--- config.mk ---
export PLATFORM = sky130hd
export DESIGN_NAME = instr_fetch_flat
export DESIGN_NICKNAME = d
export VERILOG_FILES = /design/src/rtl/instr_fetch_pkg.sv /design/src/rtl/instr_fetch_if.sv /design/src/rtl/instr_out_reg.sv /design/src/rtl/instr_fetch.sv /design/src/flat_wrapper.sv
export SDC_FILE = /design/constraint.sdc
export NUM_CORES = 1
export LEC_CHECK = 0
export ABC_AREA = 1
export CORE_MARGIN = 5
export CORE_UTILIZATION = 40
export DETAILED_ROUTE_END_ITERATION = 10
export PLACE_DENSITY = 0.66
export SLEW_MARGIN = 0
export SYNTH_ARGS = -nofsm -noshare
export SYNTH_HDL_FRONTEND = slang
export SYNTH_SLANG_ARGS = --single-unit
--- constraint.sdc ---
create_clock -name clk -period 3.1 [get_ports clk]
set_input_delay 0.775 -clock clk [delete_from_list [all_inputs] [get_ports clk]]
set_output_delay 0.775 -clock clk [all_outputs]
set_load 0.03 [all_outputs]
--- src/rtl/instr_fetch_pkg.sv ---
// Shared definitions for the instruction fetch stage: opcodes, word field
// positions, FSM state encoding and the assembled-instruction record.
package instr_fetch_pkg;

    localparam logic [7:0] OP_NOP   = 8'h00;
    localparam logic [7:0] OP_INPUT = 8'h01;
    localparam logic [7:0] OP_MOV   = 8'h02;
    localparam logic [7:0] OP_ADD   = 8'h10;
    localparam logic [7:0] OP_HALT  = 8'hFF;

    localparam int OPC_MSB = 15;
    localparam int OPC_LSB = 8;
    localparam int ARG_MSB = 7;
    localparam int ARG_LSB = 0;

    localparam logic [1:0] FETCH_OP  = 2'd0;
    localparam logic [1:0] FETCH_IMM = 2'd1;
    localparam logic [1:0] HALTED    = 2'd2;

    typedef struct packed {
        logic [7:0]  opcode;
        logic [7:0]  arg;
        logic [15:0] imm;
        logic [15:0] pc;
    } instr_t;

    function automatic logic [7:0] word_opcode(input logic [15:0] word);
        return word[OPC_MSB:OPC_LSB];
    endfunction

    function automatic logic [7:0] word_arg(input logic [15:0] word);
        return word[ARG_MSB:ARG_LSB];
    endfunction

endpackage

--- src/rtl/instr_fetch_if.sv ---
// Bundle of the fetch stage's memory bus, control-unit handshake and redirect.
// master = fetch stage, slave = memory/control side.
interface instr_fetch_if;
    logic [15:0] mem_addr;
    logic [15:0] mem_data;
    logic        mem_enable;
    logic        mem_write;
    logic        instr_valid;
    logic        instr_ready;
    logic [7:0]  instr_opcode;
    logic [7:0]  instr_arg;
    logic [15:0] instr_imm;
    logic [15:0] instr_pc;
    logic        redirect_valid;
    logic [15:0] redirect_pc;
    logic        halted;

    modport master (
        output mem_addr, mem_enable, mem_write,
        output instr_valid, instr_opcode, instr_arg, instr_imm, instr_pc, halted,
        input  mem_data, instr_ready, redirect_valid, redirect_pc
    );

    modport slave (
        input  mem_addr, mem_enable, mem_write,
        input  instr_valid, instr_opcode, instr_arg, instr_imm, instr_pc, halted,
        output mem_data, instr_ready, redirect_valid, redirect_pc
    );
endinterface

--- src/rtl/instr_out_reg.sv ---
// Valid/ready holding register for one assembled instruction.
// Load wins over consume; flush drops the held instruction.
module instr_out_reg
    import instr_fetch_pkg::*;
(
    input  logic   clk,
    input  logic   rst,
    input  logic   flush_i,
    input  logic   load_i,
    input  logic   ready_i,
    input  instr_t data_i,
    output logic   valid_o,
    output instr_t data_o
);

    logic   valid_q;
    instr_t data_q;

    always_ff @(posedge clk) begin
        if (rst) begin
            valid_q <= 1'b0;
            data_q  <= '0;
        end else if (flush_i) begin
            valid_q <= 1'b0;
        end else if (load_i) begin
            valid_q <= 1'b1;
            data_q  <= data_i;
        end else if (ready_i) begin
            valid_q <= 1'b0;
        end
    end

    assign valid_o = valid_q;
    assign data_o  = data_q;

endmodule

--- src/rtl/instr_fetch.sv ---
// Fetch stage: steps the PC, assembles one/two-word instructions and hands
// them to the control unit. Optional halt support: INSTR_FETCH_HALT_EN.
module instr_fetch
    import instr_fetch_pkg::*;
#(
    parameter logic [15:0] RESET_PC    = 16'h0000,
    parameter logic [7:0]  IMM_OPCODE  = OP_INPUT,
    parameter logic [7:0]  HALT_OPCODE = OP_HALT
) (
    input logic           clk,
    input logic           rst,
    instr_fetch_if.master bus
);

    logic [15:0] pc_q, pc_d;
    logic [1:0]  state_q, state_d;
    logic [7:0]  pend_op_q, pend_op_d;
    logic [7:0]  pend_arg_q, pend_arg_d;
    logic [15:0] pend_pc_q, pend_pc_d;

    logic        out_valid;
    instr_t      out_data;
    logic        load_en;
    instr_t      load_data;
    logic        can_load;
    logic        mem_en;
    logic [7:0]  word_op;
    logic [7:0]  word_a;

    assign can_load = !out_valid || bus.instr_ready;
    assign mem_en   = !rst && !bus.redirect_valid && can_load &&
                      (state_q == FETCH_OP || state_q == FETCH_IMM);
    assign word_op  = word_opcode(bus.mem_data);
    assign word_a   = word_arg(bus.mem_data);

    always_comb begin
        pc_d       = pc_q;
        state_d    = state_q;
        pend_op_d  = pend_op_q;
        pend_arg_d = pend_arg_q;
        pend_pc_d  = pend_pc_q;
        load_en    = 1'b0;
        load_data  = '0;

        if (mem_en) begin
            pc_d = pc_q + 16'd1;
            case (state_q)
                FETCH_OP: begin
                    if (word_op == IMM_OPCODE) begin
                        pend_op_d  = word_op;
                        pend_arg_d = word_a;
                        pend_pc_d  = pc_q;
                        state_d    = FETCH_IMM;
                    end else begin
                        load_en   = 1'b1;
                        load_data = '{opcode: word_op, arg: word_a, imm: 16'h0000, pc: pc_q};
`ifdef INSTR_FETCH_HALT_EN
                        // The halt word itself is still delivered before fetch stops.
                        if (word_op == HALT_OPCODE)
                            state_d = HALTED;
`endif
                    end
                end
                FETCH_IMM: begin
                    load_en   = 1'b1;
                    load_data = '{opcode: pend_op_q, arg: pend_arg_q,
                                  imm: bus.mem_data, pc: pend_pc_q};
                    state_d   = FETCH_OP;
                end
                default: ;
            endcase
        end

        // Redirect abandons any half-assembled immediate instruction and exits HALTED.
        if (bus.redirect_valid) begin
            pc_d    = bus.redirect_pc;
            state_d = FETCH_OP;
        end
    end

    always_ff @(posedge clk) begin
        if (rst) begin
            pc_q       <= RESET_PC;
            state_q    <= FETCH_OP;
            pend_op_q  <= '0;
            pend_arg_q <= '0;
            pend_pc_q  <= '0;
        end else begin
            pc_q       <= pc_d;
            state_q    <= state_d;
            pend_op_q  <= pend_op_d;
            pend_arg_q <= pend_arg_d;
            pend_pc_q  <= pend_pc_d;
        end
    end

    instr_out_reg u_out_reg (
        .clk     (clk),
        .rst     (rst),
        .flush_i (bus.redirect_valid),
        .load_i  (load_en),
        .ready_i (bus.instr_ready),
        .data_i  (load_data),
        .valid_o (out_valid),
        .data_o  (out_data)
    );

    assign bus.mem_addr     = pc_q;
    assign bus.mem_enable   = mem_en;
    assign bus.mem_write    = 1'b0;
    assign bus.instr_valid  = out_valid;
    assign bus.instr_opcode = out_data.opcode;
    assign bus.instr_arg    = out_data.arg;
    assign bus.instr_imm    = out_data.imm;
    assign bus.instr_pc     = out_data.pc;

`ifdef INSTR_FETCH_HALT_EN
    assign bus.halted = (state_q == HALTED);
`else
    logic unused_halt;
    assign unused_halt = ^HALT_OPCODE;
    assign bus.halted  = 1'b0;
`endif

endmodule

--- src/flat_wrapper.sv ---
// flat-port wrapper written by rule: the top's interface ports become plain ports
module instr_fetch_flat import instr_fetch_pkg::*;
#(
    parameter logic [15:0] RESET_PC    = 16'h0000,
    parameter logic [7:0]  IMM_OPCODE  = OP_INPUT,
    parameter logic [7:0]  HALT_OPCODE = OP_HALT
)
  (clk, rst, bus_mem_addr, bus_mem_enable, bus_mem_write, bus_instr_valid, bus_instr_opcode, bus_instr_arg, bus_instr_imm, bus_instr_pc, bus_halted, bus_mem_data, bus_instr_ready, bus_redirect_valid, bus_redirect_pc);
  instr_fetch_if bus_i ();
  input logic clk;
  input logic rst;
  output wire logic [$bits(bus_i.mem_addr)-1:0] bus_mem_addr;
  output wire logic [$bits(bus_i.mem_enable)-1:0] bus_mem_enable;
  output wire logic [$bits(bus_i.mem_write)-1:0] bus_mem_write;
  output wire logic [$bits(bus_i.instr_valid)-1:0] bus_instr_valid;
  output wire logic [$bits(bus_i.instr_opcode)-1:0] bus_instr_opcode;
  output wire logic [$bits(bus_i.instr_arg)-1:0] bus_instr_arg;
  output wire logic [$bits(bus_i.instr_imm)-1:0] bus_instr_imm;
  output wire logic [$bits(bus_i.instr_pc)-1:0] bus_instr_pc;
  output wire logic [$bits(bus_i.halted)-1:0] bus_halted;
  input wire logic [$bits(bus_i.mem_data)-1:0] bus_mem_data;
  input wire logic [$bits(bus_i.instr_ready)-1:0] bus_instr_ready;
  input wire logic [$bits(bus_i.redirect_valid)-1:0] bus_redirect_valid;
  input wire logic [$bits(bus_i.redirect_pc)-1:0] bus_redirect_pc;
  assign bus_mem_addr = bus_i.mem_addr;
  assign bus_mem_enable = bus_i.mem_enable;
  assign bus_mem_write = bus_i.mem_write;
  assign bus_instr_valid = bus_i.instr_valid;
  assign bus_instr_opcode = bus_i.instr_opcode;
  assign bus_instr_arg = bus_i.instr_arg;
  assign bus_instr_imm = bus_i.instr_imm;
  assign bus_instr_pc = bus_i.instr_pc;
  assign bus_halted = bus_i.halted;
  assign bus_i.mem_data = bus_mem_data;
  assign bus_i.instr_ready = bus_instr_ready;
  assign bus_i.redirect_valid = bus_redirect_valid;
  assign bus_i.redirect_pc = bus_redirect_pc;
  instr_fetch #(.RESET_PC(RESET_PC), .IMM_OPCODE(IMM_OPCODE), .HALT_OPCODE(HALT_OPCODE)) u_core (.clk(clk), .rst(rst), .bus(bus_i));
endmodule
==> reports/metrics.csv, run 1 <==
stage;metric;value;unit
final_layout;Ant. Diodes;0;
clock_tree;clock slew seen by the registers of the worst setup and hold paths;90;ps
power;Worst VDD drop;0.256;mV
clock_tree;Skew-Pair Late Insertion Delay;370;ps
placement;Placed Area;0.00546;mm²
drt;DR vias;4207;
power;Leak;0.00211;µW
drt;drt via density;5.07;
clock_tree;Gates resized, CTS repair;0;
placement;hpwl dp;8640;µm
final_layout;# fillers;1100;
power;Power per Cell Area;459;mW/mm²
yosys;syn avg cell area;7.38;µm²
critical_path;CP Max Fanout;11;
clock_tree;Num CTS Buffers;9;
critical_path;crit-path max cell delay;470;ps
timing;Worst-Margin Slew;668;ps
die;die width;115;µm
placement;IO Port Bufs;101;
drt;Starting DRT DRC Count;279;
final_layout;Area Growth Syn to Fin;28.2;%
worst_hold_path;hold crit path type;register to register;
job;Max Cap Viol;0;
drt;DRT Pass-1 Iters;5;
final_layout;Final Instance Area;0.00566;mm²
critical_path;Critical Path Source Type;input pin;
timing;min Tclk post-route;2720;ps
final_layout;Nets;721;
yosys;YS warnings;0;
yosys;asr flop ratio synth;0;
die;starting density of the core;0.407;
die;core area;0.0108;mm²
yosys;Post-synth EDFFs;0;
global_route;largest net degree at the start of global routing;56;
yosys;Main synth FF type;dfxtp_1;
critical_path;WS Path Type;input pin to primary output;
die;# rows;38;
die;die height;115;µm
critical_path;CP Capture Type;primary output;
clock_tree;Clock Sinks;98;
yosys;synthesized cell area;0.00442;mm²
clock_tree;clk root buf;clkbuf_8;
global_route;Tot GR Track Use;0.184;
clock_tree;postcts setup bufs;0;
drt;post-DR wirelength/cell;14.5;µm
timing;Slew Limit Fails;0;
critical_path;WP buf/inv;3;
yosys;synth unique cells;34;
timing;Final Hold Fails;0;
placement;Final GP Congestion;0.882;
yosys;register area share after synthesis;0.444;
clock_tree;CTS Hold Bufs;0;
drt;Final ANT Viol Nets;0;
final_layout;Core Util, Final;0.522;
timing;setup_tns;0;ps
critical_path;crit path DAT;1950;ps
yosys;Yosys reg bits;98;
clock_tree;H-tree Lvls;3;
outcome;status;completed;
drt;drt drc;0;
timing;final setup fails;0;
global_route;vias in the first global route;4010;
die;Die Area;0.0132;mm²
global_route;antenna violations before repair;0;
timing;fin crit share;0.878;
final_layout;ratio of cells with drive above 1 in the final layout;0.119;
clock_tree;worst-case clock buffer depth;2;
die;io pins;104;
clock_tree;CTS tree;built;
critical_path;CP cell instances;clkdlybuf4s50_1 > o21ai_4 > inv_4 > buf_4;
global_route;first-pass GRT wire length;19800;µm
timing;f_max;0.367;GHz
drt;total wire length;12000;µm
critical_path;Critical Path Slowest Stage Cell;clkdlybuf4s50_1;
critical_path;Top delay family on crit path;buffers and inverters;
yosys;Post-Syn Instances;598;
timing;RSZ-0062 raised after global routing;no;
timing;Worst slew margin;0.554;
timing;Final Skew;9.74;ps
global_route;GRT Residual Overflow;0;
critical_path;CP Data Required Time;2320;ps
==> layout make-up <==
cell class | instances | area [µm²] | area share
tap | 140 | 175 | 0.0309
multi-input combinational | 413 | 2020 | 0.357
inverter | 52 | 198 | 0.0349
clock buffer | 11 | 141 | 0.0250
clock inverter | 5 | 62.6 | 0.0111
sequential | 98 | 1960 | 0.347
timing repair buffer | 110 | 1100 | 0.195
==> where the power goes <==
part / switching, µW / internal, µW
combinational: 245 / 165
sequential: 35.5 / 1300
clock: 455 / 400
total: 736 / 1860
==> worst min-delay path: cells and delay by family, from the launching register on <==
| kind | cells | cell delay [ps] |
|---|---|---|
| DFF | 1 | 320 |
| and+or+nand+nor | 1 | 70 |
| buffers and inverters | 1 | 40 |
==> through the flow <==
stage	total power (µW)	hold slack (ps)	cells	setup slack [ps]
after CTS	2630	466	829	376
after detailed placement	1780	448	813	368
after global routing	2710	480	829	314
after floorplan	1600	426	599	827
after global placement	1770	438	813	380
final	2600	463	829	378
==> synthesized netlist by cell type (5+ instances only) <==
cell type	count	share of area
a21oi_1	37	0.042
buf_2	7	0.0079
buf_4	7	0.012
buf_6	7	0.018
clkbuf_1	13	0.011
dfxtp_1	98	0.44
inv_1	48	0.041
nand2_1	136	0.12
nand3_1	44	0.050
nand3_2	8	0.018
nand4_1	5	0.0071
nor2_1	40	0.034
nor2_2	31	0.044
o21ai_0	66	0.075
o21ai_1	20	0.023
o21ai_2	6	0.012
==> logic make-up after synthesis <==
| group | after synthesis | share of synthesized area |
|---|---|---|
| buffers and inverters | 88 | 0.0989 |
| adders and majority gates | 1 | 0.00283 |
| xor gates and xnor gates | 1 | 0.00198 |
| and+or+nand+nor | 271 | 0.281 |
| AOI/OAI and AO/OA | 138 | 0.170 |
| other | 1 | 0.000849 |
| DFF | 98 | 0.444 |
==> registers in the layout, indices dropped and copies added, names as in the netlist <==
| register | cells |
|---|---|
| u_core.pend_arg_q | 8 |
| u_core.pend_pc_q | 16 |
| u_core.bus.mem_addr | 16 |
| u_core.pend_op_q | 8 |
| u_core.state_q | 1 |
| u_core.u_out_reg.data_o | 48 |
| u_core.u_out_reg.valid_o | 1 |
==> metal layers <==
layer / up-vias / global-route usage / part of all wire
met3: 13 / 0.0447 / 0.059
met1: 1977 / 0.238 / 0.44
met4: 0 / 0.0548 / 0.013
met2: 111 / 0.306 / 0.49
li1: 2106 / - / -
met5: - / 0 / 0
==> layout by cell type, fill, tap and decap left out, types with 2 or more instances in the layout <==
cell type        instances
nand2_2                  3
a31oi_1                  3
nand2_1                136
clkdlybuf4s50_1        100
dfxtp_1                 98
buf_12                   2
clkinvlp_4               2
inv_2                    2
nor2_1                  40
o21ai_2                  6
nor2_4                   2
o21ai_0                 66
inv_1                   48
buf_4                    8
o21ai_1                 20
nand4_1                  5
a21oi_1                 37
nand3_2                  8
nor2_2                  31
or2_2                    2
clkbuf_8                10
nand3_1                 44
conb_1                   2
==> worst paths after layout <==
| kind | cells past startpoint | end | slack, ps | start |
|---|---|---|---|---|
| min | 2 | u_core.pend_op_q[4] | 460 | u_core.pend_op_q[4] |
| max reg2reg | 5 | u_core.pend_arg_q[4] | 1130 | u_core.state_q[0] |
| min reg2reg | 2 | u_core.pend_op_q[4] | 460 | u_core.pend_op_q[4] |
| max | 4 | bus_mem_enable | 380 | bus_instr_ready |
(Power assumes the default switching activity.)
==> run 2: changes to the inputs <==
--- a/config.mk
+++ b/config.mk
@@ -10,7 +10,7 @@
 export CORE_UTILIZATION = 40
 export DETAILED_ROUTE_END_ITERATION = 10
 export PLACE_DENSITY = 0.66
-export SLEW_MARGIN = 0
+export SLEW_MARGIN = 20
 export SYNTH_ARGS = -nofsm -noshare
 export SYNTH_HDL_FRONTEND = slang
 export SYNTH_SLANG_ARGS = --single-unit
==> results of run 2 <==
No change in the layout: final DEF, timing and power equal those of run 1.
==> run 3: changes to the inputs <==
--- a/config.mk
+++ b/config.mk
@@ -8,6 +8,7 @@
 export ABC_AREA = 1
 export CORE_MARGIN = 5
 export CORE_UTILIZATION = 40
+export CTS_CLUSTER_DIAMETER = 50
 export DETAILED_ROUTE_END_ITERATION = 10
 export PLACE_DENSITY = 0.66
 export SLEW_MARGIN = 20
==> results of run 3 <==
No change in the layout: final DEF, timing and power equal those of run 1.
